## src/rtl/ula_arbiter.sv

```systemverilog
// Two-requester round-robin front end for an external combinational ULA.
// Optional opcode legality check is enabled with ULA_ARBITER_OPCHECK_EN.
module ula_arbiter #(
   parameter logic LAST_INIT = 1'b1
) (
   input  logic        clock,
   input  logic        reset,
   input  logic        req0_valid,
   output logic        req0_ready,
   input  logic [31:0] req0_a,
   input  logic [31:0] req0_b,
   input  logic [3:0]  req0_op,
   input  logic        req1_valid,
   output logic        req1_ready,
   input  logic [31:0] req1_a,
   input  logic [31:0] req1_b,
   input  logic [3:0]  req1_op,
   output logic [31:0] ula_a,
   output logic [31:0] ula_b,
   output logic [3:0]  ula_op,
   input  logic [31:0] ula_s,
   input  logic        ula_z,
   output logic        resp_valid,
   input  logic        resp_ready,
   output logic        resp_id,
   output logic [31:0] resp_s,
   output logic        resp_z,
   output logic        resp_err
);

   typedef enum logic [1:0] {IDLE, EXEC, RESP} state_t;

   typedef struct packed {
      logic [31:0] a;
      logic [31:0] b;
      logic [3:0]  op;
   } ula_req_t;

   state_t   state, state_nxt;
   logic     last;
   logic     gnt0, gnt1, accept;
   ula_req_t sel;

   // On contention the requester that did not win last time goes first.
   always_comb begin
      gnt0 = req0_valid & (~req1_valid | last);
      gnt1 = req1_valid & (~req0_valid | ~last);
      sel  = gnt1 ? ula_req_t'{req1_a, req1_b, req1_op}
                  : ula_req_t'{req0_a, req0_b, req0_op};
   end

   always_ff @(posedge clock or posedge reset) begin
      if (reset) state <= IDLE;
      else       state <= state_nxt;
   end

   always_comb begin
      state_nxt  = state;
      req0_ready = 1'b0;
      req1_ready = 1'b0;
      resp_valid = 1'b0;
      accept     = 1'b0;
      case (state)
         IDLE: begin
            req0_ready = gnt0;
            req1_ready = gnt1;
            accept     = gnt0 | gnt1;
            if (accept) state_nxt = EXEC;
         end
         EXEC: state_nxt = RESP;
         RESP: begin
            resp_valid = 1'b1;
            if (resp_ready) state_nxt = IDLE;
         end
         default: state_nxt = IDLE;
      endcase
   end

   always_ff @(posedge clock or posedge reset) begin
      if (reset) begin
         ula_a   <= '0;
         ula_b   <= '0;
         ula_op  <= '0;
         resp_id <= 1'b0;
         last    <= LAST_INIT;
         resp_s  <= '0;
         resp_z  <= 1'b0;
      end else begin
         if (accept) begin
            ula_a   <= sel.a;
            ula_b   <= sel.b;
            ula_op  <= sel.op;
            resp_id <= gnt1;
            last    <= gnt1;
         end
         // ULA result settles during EXEC from the registered operands.
         if (state == EXEC) begin
            resp_s <= ula_s;
            resp_z <= ula_z;
         end
      end
   end

`ifdef ULA_ARBITER_OPCHECK_EN
   function automatic logic op_illegal(input logic [3:0] op);
      case (op)
         4'b0000, 4'b0001, 4'b0010, 4'b0110,
         4'b0111, 4'b1000, 4'b1100: return 1'b0;
         default:                   return 1'b1;
      endcase
   endfunction

   logic err_q;

   always_ff @(posedge clock or posedge reset) begin
      if (reset)       err_q <= 1'b0;
      else if (accept) err_q <= op_illegal(sel.op);
   end

   assign resp_err = err_q;
`else
   assign resp_err = 1'b0;
`endif

endmodule
```

## config.mk

```make
export PLATFORM = sky130hd
export DESIGN_NAME = ula_arbiter
export DESIGN_NICKNAME = d
export VERILOG_FILES = /design/src/rtl/ula_arbiter.sv
export SDC_FILE = /design/constraint.sdc
export NUM_CORES = 1
export LEC_CHECK = 0
export BUFFER_PORTS_ARGS = -buffer_cell sky130_fd_sc_hd__clkbuf_2
export CAP_MARGIN = 25
export CORE_ASPECT_RATIO = 1.1
export CORE_MARGIN = 2
export CORE_UTILIZATION = 39
export DETAILED_ROUTE_END_ITERATION = 16
export GPL_ROUTABILITY_DRIVEN = 0
export GPL_TIMING_DRIVEN = 0
export PLACE_DENSITY_LB_ADDON = 0.05
export SYNTH_ARGS = -nofsm -noshare
export SYNTH_HDL_FRONTEND = slang
export SYNTH_SLANG_ARGS = --single-unit
```

## constraint.sdc

```tcl
create_clock -name clock -period 3.1 [get_ports clock]
set_clock_uncertainty 0.05 [all_clocks]
set_input_delay 0.155 -clock clock [delete_from_list [all_inputs] [get_ports clock]]
set_output_delay 0.155 -clock clock [all_outputs]
set_load 0.005 [all_outputs]
```

* Yosys cells after proc, flatten, opt, wreduce, memory -nomap -nowiden
Cells that the tools add are included.
W data, S select, Z words.
** Cells by class
- Add/subtract/negate cells :: 0
- Shift operators :: 0
- Magnitude comparators :: 0
- Reduce and logical (&&, ||, !) cells :: 2
- Multipliers :: 0
- Bitwise gates (word level) :: 8
- Equality and inequality tests :: 4
- Divide/modulo/power cells :: 0
- Multiplexer cells :: 8
** Operators with widths (number)
- $mux W68 :: 1
- $pmux W2 S3 :: 1
- $mux W1 :: 4
- $mux W2 :: 2
- $ne A2 B2 Y1 const B :: 2
- $not A1 Y1 :: 3
- $or A1 B1 Y1 :: 3
- $and A1 B1 Y1 :: 2
- $eq A2 B1 Y1 const B :: 1
- $eq A2 B2 Y1 const B :: 1
- $logic_not A2 Y1 :: 1
- $reduce_and A2 Y1 :: 1
** Storage, ports and cells
- Memories kept :: 0
- Logic and storage cells :: 30
- RAM bits :: 0
- ROM bits :: 0
- Input port bits :: 174
- Output and inout bits :: 106
- Bits in latches :: 0
- Register bits :: 105

* Logic depth before layout (Yosys ltp)
Gate-level depths: netlist of the first run.
- Depth after elaboration :: 6
- Mapped depth :: 6

* Worst setup path after synthesis of the first run
No wires, ideal clock.
- Path kind :: reg2reg
- From :: register last
- To :: register ula_b[0]
- Setup time :: 125 ps
- Arrival time :: 1554 ps
- Setup slack :: 1370 ps
- Stages on the path, launching flop included :: 7
- Cells stage by stage :: dfstp_2 -> a21bo_1 -> buf_6 -> buf_6 -> buf_6 -> mux2_4 -> mux2_4
** Between the ends
- Longest elaborated chain between the ends :: 5
- Elaborated cells between the ends (all ways) :: 8
- Those cells by class :: mux: 2; bitwise: 6
** Ends and longest elaborated chain
- start: declaration :: line 40 : logic last;
- start signal: assignment :: line 94 : last <= gnt1;
- $not A1 Y1 :: line 47 : gnt1 = req1_valid & (~req0_valid | ~last);
- $or A1 B1 Y1 :: line 47
- $and A1 B1 Y1 :: line 47
- $or A1 B1 Y1 :: line 67 : accept = gnt0 | gnt1;
- $mux W1 :: line 63 : case (state)
- end signal: assignment :: line 91 : ula_b <= sel.b;
- end: declaration :: line 19 : output logic [31:0] ula_b,
Several ways; a longest one is shown, not always the timed one.
A chain may end at the register's enable or synchronous reset.

* Final worst setup path of the first run
- From :: register last
- To :: register ula_b[27]
Same word-level chain as after synthesis.

==> metrics.yaml, run 1 <==
run_status: "finished, final reports clean"
crit_required_ns: 3.26
hold_depth: 2
ys_seq_elements: 105
seqPwrFrac: 0.389
synth.distinct_cells: 21
viasPerCell: 4.671
placed_cell_area_um2: 6437
syn_nets: 485
yosysTopAreaCell: "dfrtp_1"
cts_sinks: 105
synth-xor-area-share: 0
fin_area_um2: 7072
synth_top_family_by_area: "multiplexers"
cts-resized-gates: 0
clockBufferDepth: 2
synth_top_area_frac: 0.5396
hold_class: "in2reg"
avgRoutedWirePerCell_um: 15.51
start_kind: "flop"
tns_ns: 0
wl_mm: 12.30
worstSetupPathType: "reg2reg"
p_int_uw: 4372
final_common_cell: "clkbuf_2"
slew_headroom: 0.5450
cts_tree: "yes"
cp_max_fo: 10
worst_pin_slew_ns: 0.6825
synth-adder-area-share: 0
worstSkewPairLatency_ns: 0.34
drt_iter0_markers: 101
powerDensity_nw_per_um2: 891.8
crit_arrival_ns: 2.06
fp.dieH_um: 120.6
sw_frac_of_total: 0.3068
portBuffers: 278
finalHoldViolCount: 0
yosys.area_share.simple: 0.008301
switchingPower_uw: 1935
die_x_um: 110.0
drc: 0
p_clk_frac: 0.181
clkTransAtPathRegs_ns: 0.07
place_ws_ns: 1.189
diodes: 0
fin_ws_ns: 1.206
grt_pass1_vias: 3986
cts_hold_buf: 33
finalNetCount: 808
vias: 3704
finalNonFillerCells: 793
final_cell_mix: "278 x clkbuf_2, 151 x mux2_2, 104 x dfrtp_1, 33 x dlygate4sd3_1, 18 x mux2_4"
hold_slack_ns: 0.01297
irDropWorstVdd_mv: 0.4314
htreeDepth: 3
hpwlAfterDp_mm: 9.441
die-area_um2: 13270
antenna_found_initial: 0
r2r_cells: 5
yosys_warnings: 0
power.leakage_uw: 0.003570
syn_inst: 311
avgSynthCellArea_um2: 15.51
synth_area_leaders: "dfrtp_1 54%, mux2_2 35%, mux2_4 5.6%"
dp_cells: 744
cts_setup_buffers: 0
rsz0062_at_grt: "false"
endpoint_kind: "flop"
ys_seq_area_frac: 0.5450
period_share: 0.6111
numCtsBuffers: 9
core-area_um2: 12030
num_io_pins: 280
grt_max_degree: 54
grt_first_pass_wirelength_mm: 19.16
syn2layout_area_growth_pct: 46.61
fillCellCount: 1036
synth_compound_area_frac: 0.008042
mappedNetlistArea_um2: 4823
initial_core_util: 0.4008
antenna_left: 0
setup_viol: 0
rows: 42
gr-total-overflow: 0
maxCapViolCount: 0
fmax_mhz: 527.9
muxShareOfSynthArea: 0.4086
clk_root_buffer_cell: "clkbuf_16"
slew_viol_final: 0
period_needed_ns: 1.894
drive_gt1_frac: 0.7606
grt_use_total: 0.1890
dr.pass1.iters: 4
comb_power_share: 0.430
## routing by layer
layer	global-route usage	share of wire
met1	0.2064	0.37
met5	0	0
met3	0.05714	0.085
met4	0.06566	0.022
met2	0.3409	0.52
## Yosys cell counts
| cell | n |
|---|---|
| inv_1 | 3 |
| o21a_1 | 1 |
| nor3_1 | 1 |
| mux2_4 | 18 |
| clkbuf_1 | 1 |
| conb_1 | 1 |
| nand2_1 | 1 |
| nor2_1 | 1 |
| mux2_2 | 151 |
| o21ai_0 | 1 |
| buf_2 | 14 |
| nor2b_1 | 1 |
| buf_4 | 3 |
| dfrtp_1 | 104 |
| nand2b_1 | 2 |
| buf_6 | 3 |
| dfstp_2 | 1 |
| and3b_1 | 1 |
| o21bai_1 | 1 |
| a21bo_1 | 1 |
| a22o_1 | 1 |
## worst max-delay path: stages, from the launching register on
cell     delay (ns)
dfstp_2        0.54
a21bo_1        0.12
buf_6          0.13
buf_2          0.28
mux2_2         0.39
mux2_2         0.27
## area by class of cell
class	instances	area [µm²]	area share
Inverter	3	13.76	0.001946
Clock inverter	6	65.06	0.009200
Multi-Input combinational cell	182	2053	0.2903
Buffer	21	130.1	0.01840
Timing Repair Buffer	312	1749	0.2473
Tap cell	154	192.7	0.02725
Sequential cell	105	2629	0.3717
Clock buffer	10	239.0	0.03379
## through the flow
stage,utilization,power (µW)
6_report,0.5876,6307
3_5_place_dp,0.5349,5205
5_1_grt,0.5876,6768
2_1_floorplan,-,4014
3_3_place_gp,0.5324,5122
4_1_cts,0.5876,6409
## logic make-up (layout without fill, tap and decap cells)
logic type / after synthesis / after routing
AO/OA/AOI/OAI: 5 / 5
buffers and inverters: 24 / 352
flip-flops: 105 / 105
multiplexers: 169 / 169
other: 1 / 1
AND/OR/NAND/NOR: 7 / 7
## power by group through the flow
stage | Clock [µW] | Sequential [µW] | Combinational [µW]
floorplan | 0 | 2510 | 1510
global placement | 0 | 2450 | 2680
detailed placement | 0 | 2470 | 2730
CTS | 1180 | 2460 | 2760
global route | 1250 | 2560 | 2960
finish | 1140 | 2460 | 2710
## flip-flops by register name (all words and copies together) (netlist names)
register / flops
resp_z: 1
ula_a: 32
ula_b: 32
resp_s: 32
last: 1
state: 2
resp_id: 1
ula_op: 4
## worst paths after layout
kind                               to  startpoint  slack (ns)
setup / recovery            ula_b[27]        last        1.21
hold / removal             resp_s[22]   ula_s[22]        0.01
setup reg to reg            ula_b[27]        last        1.21
hold reg to reg             resp_s[3]   resp_s[3]        0.45
min in group asynchronous      resp_z       reset        0.44
max in group asynchronous   ula_b[15]       reset        1.87
Note: power is estimated with default switching activity, not from simulation.
==> run 2, diff against run 1 <==
Clock period 3.1 ns to 1.6 ns, I/O delays scaled along.
==> metrics.yaml, run 2 (synthesis results as in run 1) <==
setup_viol: 69  # was 0
dr.pass1.iters: 4  # unchanged
worstSkewPairLatency_ns: 0.34  # about the same
grt_pass1_vias: 3944  # was 3986
path_buf_inv: 3  # was 2
violations: "negative setup slack"
cpMostUsedCell: "mux2_4"  # was mux2_2
run_status: "finished, violations left"  # was finished, final reports clean
dp_cells: 746  # was 744
gr-total-overflow: 0  # unchanged
numCtsBuffers: 9  # unchanged
endpoint_kind: "flop"  # unchanged
period_needed_ns: 1.795  # was 1.894 ns
fin_ws_ns: -0.1954  # was 1.206 ns
die-area_um2: 13270  # unchanged
fp.dieH_um: 120.6  # unchanged
hpwlAfterDp_mm: 9.638  # was 9.441 mm
worst_r2r_endpoint: "ula_b[5]"  # was ula_b[27]
worst-path-stages: 6  # was 5
rrSetupSlack_ns: -0.20  # was 1.21 ns
irDropWorstVdd_mv: 0.7876  # was 0.4314 mV
final_util: 0.6135  # was 0.5876
crit_arrival_ns: 1.97  # was 2.06 ns
cts_tree: "yes"  # unchanged
hold_class: "in2reg"  # unchanged
fillCellCount: 1004  # was 1036
cts_sinks: 105  # unchanged
core-area_um2: 12030  # unchanged
antenna_left: 0  # unchanged
syn2layout_area_growth_pct: 53.07  # was 46.61%
rows: 42  # unchanged
critPathMaxStageDelay_ns: 0.53  # was 0.54 ns
avgRoutedWirePerCell_um: 15.92  # was 15.51 µm
die_x_um: 110.0  # unchanged
finalNetCount: 818  # was 808
num_io_pins: 280  # unchanged
finalNonFillerCells: 803  # was 793
fmax_mhz: 557.0  # was 527.9 MHz
crit_family: "multiplexers"  # unchanged
clk_root_buffer_cell: "clkbuf_16"  # unchanged
slew_viol_final: 0  # unchanged
clkTransAtPathRegs_ns: 0.07  # about the same
r2r_cells: 6  # was 5
wl_mm: 12.78  # was 12.30 mm
tns_ns: -10.62  # was 0 ns
finalHoldViolCount: 0  # unchanged
drive_gt1_frac: 0.7673  # was 0.7606
portBuffers: 278  # unchanged
powerDensity_nw_per_um2: 1745  # was 891.8 nW/µm²
grt_use_total: 0.1927  # was 0.1890
final_cell_mix: "277 x clkbuf_2, 136 x mux2_2, 103 x dfrtp_1, 36 x dlygate4sd3_1, 33 x mux2_4"  # was 278 x clkbuf_2, 151 x mux2_2, 104 x dfrtp_1, 33 x dlygate4sd3_1, 18 x mux2_4
period_share: 1.122  # was 0.6111
final_common_cell: "clkbuf_2"  # unchanged
power.leakage_uw: 0.003747  # was 0.003570 µW
crit_end: "ula_b[5]"  # was ula_b[27]
drt_iter0_markers: 60  # was 101
diodes: 0  # unchanged
worstSetupPathType: "reg2reg"  # unchanged
crit_required_ns: 1.77  # was 3.26 ns
cp_max_fo: 7  # was 10
cp_slowest_cell: "dfstp_2"  # unchanged
maxCapViolCount: 0  # unchanged
rsz0062_at_grt: "true"  # was false
start_kind: "flop"  # unchanged
initial_core_util: 0.4008  # unchanged
vias: 3742  # was 3704
grt_max_degree: 40  # was 54
htreeDepth: 3  # unchanged
clockBufferDepth: 2  # unchanged
antenna_found_initial: 0  # unchanged
drc: 0  # unchanged
cp_cell_sequence: "a21bo_1 -> buf_8 -> buf_12 -> clkbuf_16 -> mux2_4 -> mux2_4"  # was a21bo_1 -> buf_6 -> buf_2 -> mux2_2 -> mux2_2
crit_start: "last"  # unchanged
hold_slack_ns: 0.04379  # was 0.01297 ns
top_regs: "resp_s (32), ula_a (32), ula_b (32)"  # unchanged
grt_first_pass_wirelength_mm: 19.42  # was 19.16 mm
place_ws_ns: -0.3412  # was 1.189 ns
viasPerCell: 4.660  # was 4.671
r2r_start: "last"  # unchanged
-- run 2: cell count changes in the layout (fill, tap and decap cells not counted), moves of 2 or more --
cell	before	now
mux2_2	151	136
buf_8	0	3
buf_4	3	10
buf_2	14	7
buf_12	0	6
mux2_4	18	33
bufinv_16	1	3
dlygate4sd3_1	33	36
-- run 2: per-layer routing --
| metal | vias up | share of wire | GRT usage |
|---|---|---|---|
| li1 | 1765 | - | - |
| met3 | 17 | 0.089 | 0.06415 |
| met1 | 1794 | 0.37 | 0.2061 |
| met5 | - | 0 | 0 |
| met2 | 166 | 0.53 | 0.3531 |
| met4 | 0 | 0.018 | 0.05617 |
-- run 2: through the flow --
stage	cell area, µm²	power (µW)
2_1_floorplan	4831	7781
3_3_place_gp	6415	9932
3_5_place_dp	6475	10100
4_1_cts	7337	12930
5_1_grt	7383	13730
6_report	7383	12880
-- run 2: layout make-up --
class	count	area [µm²]	share of cell area
Tap cell	154	192.7	0.02610
Buffer	20	190.2	0.02576
Sequential cell	105	2630	0.3562
Multi-Input combinational cell	182	2125	0.2877
Inverter	3	15.01	0.002034
Clock buffer	10	239.0	0.03237
Clock inverter	6	105.1	0.01423
Timing Repair Buffer	323	1887	0.2556
-- run 2: worst min-delay path, cell delays in order --
cell and delay, ns:
clkbuf_2 0.07, mux2_4 0.12, mux2_4 0.12
-- run 2: how the worst min path moves through the flow --
| stage | start | end | slack, ns | depth (start not counted) |
|---|---|---|---|---|
| after CTS | req0_b[3] | ula_b[3] | 0.03 | 3 |
| final | req0_b[3] | ula_b[3] | 0.04 | 3 |
| after global placement | resp_ready | state[1] | 0.23 | 2 |
| after detailed placement | reset | resp_s[3] | -0.02 | 2 |
| after floorplan | resp_ready | state[1] | 0.14 | 1 |
| after global routing | req1_b[26] | ula_b[26] | 0.05 | 3 |
-- run 2: where the power goes --
part,switching [µW],internal (µW)
logic,2170,3430
registers,726,4060
clock network,941,1560
-- run 2: repair_timing --
action / 4_1_cts / 5_1_grt
setup buffers: 4 / 1
hold buffers: 36 / 0
endpoints found under the hold margin: 83 / 0
endpoints found under the setup margin: 98 / 98
gates resized for setup: 27 / 13
cloned: 1 / 1
pin swaps: 0 / 0
==> run 3, diff against run 2 <==
Settings changed: CORE_UTILIZATION 39 to 25, CTS_CLUSTER_DIAMETER from default to 80.
==> metrics.yaml, run 3 (synthesis results as in run 1) <==
r2r_start: "last"  # unchanged
irDropWorstVdd_mv: 0.6214  # was 0.7876 mV
violations: "negative setup slack"  # unchanged
worstSetupPathType: "reg2reg"  # unchanged
hold_depth: 3  # unchanged
dr.pass1.iters: 2  # was 4
finalHoldViolCount: 0  # unchanged
powerDensity_nw_per_um2: 1698  # was 1745 nW/µm²
hpwlAfterDp_mm: 10.22  # was 9.638 mm
final_common_cell: "clkbuf_2"  # unchanged
cp_max_fo: 7  # unchanged
crit_arrival_ns: 2.00  # was 1.97 ns
power_uw: 12690  # was 12880 µW
grt_use_total: 0.1286  # was 0.1927
r2r_cells: 6  # unchanged
portBuffers: 278  # unchanged
setup_viol: 69  # unchanged
grt_first_pass_wirelength_mm: 19.98  # was 19.42 mm
core-area_um2: 19030  # was 12030 µm²
power.leakage_uw: 0.003730  # was 0.003747 µW
antenna_left: 0  # unchanged
antenna_found_initial: 0  # unchanged
grt_max_degree: 39  # was 40
cp_cell_sequence: "a21bo_1 -> buf_12 -> buf_12 -> clkbuf_16 -> mux2_4 -> mux2_4"  # was a21bo_1 -> buf_8 -> buf_12 -> clkbuf_16 -> mux2_4 -> mux2_4
avgRoutedWirePerCell_um: 14.96  # was 15.92 µm
viasPerCell: 4.179  # was 4.660
finalNetCount: 818  # unchanged
fmax_mhz: 550.5  # was 557.0 MHz
crit_required_ns: 1.79  # was 1.77 ns
worstSkewPairLatency_ns: 0.34  # about the same
clkTransAtPathRegs_ns: 0.07  # about the same
syn2layout_area_growth_pct: 54.89  # was 53.07%
rows: 53  # was 42
drive_gt1_frac: 0.7673  # unchanged
endpoint_kind: "flop"  # unchanged
start_kind: "flop"  # unchanged
htreeDepth: 3  # unchanged
final_util: 0.3925  # was 0.6135
drc: 0  # unchanged
cts_tree: "yes"  # unchanged
vias: 3744  # was 3742
cts_sinks: 105  # unchanged
hold_class: "in2reg"  # unchanged
clockBufferDepth: 2  # unchanged
fin_area_um2: 7471  # was 7383 µm²
rsz0062_at_grt: "true"  # unchanged
grt_pass1_vias: 3965  # was 3944
placed_cell_area_um2: 6571  # was 6475 µm²
run_status: "finished, violations left"  # unchanged
numCtsBuffers: 9  # unchanged
period_needed_ns: 1.816  # was 1.795 ns
rrSetupSlack_ns: -0.22  # was -0.20 ns
holdPathEnd: "ula_op[0]"  # was ula_b[3]
worst_r2r_endpoint: "ula_b[5]"  # unchanged
drt_iter0_markers: 92  # was 60
fp.dieH_um: 149.7  # was 120.6 µm
top_regs: "resp_s (32), ula_a (32), ula_b (32)"  # unchanged
maxCapViolCount: 0  # unchanged
die_x_um: 136.4  # was 110.0 µm
initial_core_util: 0.2534  # was 0.4008
slew_viol_final: 0  # unchanged
die-area_um2: 20420  # was 13270 µm²
place_ws_ns: -0.3607  # was -0.3412 ns
diodes: 0  # unchanged
clk_root_buffer_cell: "clkbuf_16"  # unchanged
wl_mm: 13.41  # was 12.78 mm
gr-total-overflow: 0  # unchanged
critPathMaxStageDelay_ns: 0.53  # about the same
period_share: 1.135  # was 1.122
slew_headroom: 0.5224
fin_ws_ns: -0.2164  # was -0.1954 ns
cp_slowest_cell: "dfstp_2"  # unchanged
hold_start: "req0_op[0]"  # was req0_b[3]
final_cell_mix: "276 x clkbuf_2, 136 x mux2_2, 103 x dfrtp_1, 36 x dlygate4sd3_1, 33 x mux2_4"  # was 277 x clkbuf_2, 136 x mux2_2, 103 x dfrtp_1, 36 x dlygate4sd3_1, 33 x mux2_4
worst_pin_slew_ns: 0.7148
num_io_pins: 280  # unchanged
-- run 3: power breakdown --
part	internal [µW]	total, µW	switching (µW)	leakage [µW]
clock	1270	2310	1040	0.000151
sequential	4050	4770	718	0.00122
combinational	3440	5610	2170	0.00236
total	8760	12700	3920	0.00373
-- run 3: critical path: cells and delay by family (launching register included) --
| kind | cells | cell delay [ns] |
|---|---|---|
| buffers and inverters | 3 | 0.43 |
| AOI/OAI and AO/OA | 1 | 0.14 |
| muxes | 2 | 0.55 |
| DFF | 1 | 0.53 |
-- run 3: per-stage QoR --
step	hold slack, ns	TNS, ns	cells
4_1_cts	0.01695	-13.44	894
3_3_place_gp	0.2280	-81.90	836
3_5_place_dp	0.1866	-21.07	838
2_1_floorplan	0.1376	-5.295	311
5_1_grt	0.03017	-15.46	896
6_report	0.03464	-11.67	896
-- run 3: worst max path at each step --
stage               depth (start not counted)  slack (ns)  startpoint        end
finish                                      6       -0.22        last   ula_b[5]
floorplan                                   6       -0.12        last   ula_b[0]
global route                                6       -0.26    state[0]  ula_op[2]
CTS                                         6       -0.22        last  ula_op[2]
detailed placement                          6       -0.36    state[0]   ula_b[1]
global placement                            2       -0.62       reset  ula_b[22]
-- run 3: routing by layer --
| layer | wire length [µm] | vias to the layer above | track usage | share of wire |
|---|---|---|---|---|
| li1 | - | 1770 | - | - |
| met1 | 5186 | 1793 | 0.1391 | 0.39 |
| met2 | 6786 | 168 | 0.2319 | 0.51 |
| met3 | 1208 | 13 | 0.04065 | 0.090 |
| met4 | 225 | 0 | 0.05052 | 0.017 |
| met5 | 0 | - | 0 | 0 |
-- run 3: layout make-up --
cell class	instances	area (µm²)
clock buffer	11	242.7
multi-input combinational	182	2137
tap	247	309.0
clock inverter	5	61.31
fill	1891	11560
buffer	20	193.9
timing repair buffer	323	1882
inverter	3	15.01
sequential	105	2630
-- run 3: repair_timing --
item / in CTS / in global routing
endpoints found under the hold margin: 64 / 0
setup endpoints to repair: 99 / 70
gates cloned: 1 / 1
pin swaps: 1 / 1
hold buffers: 36 / 0
gates resized for setup: 30 / 17
buffers inserted: 4 / 2
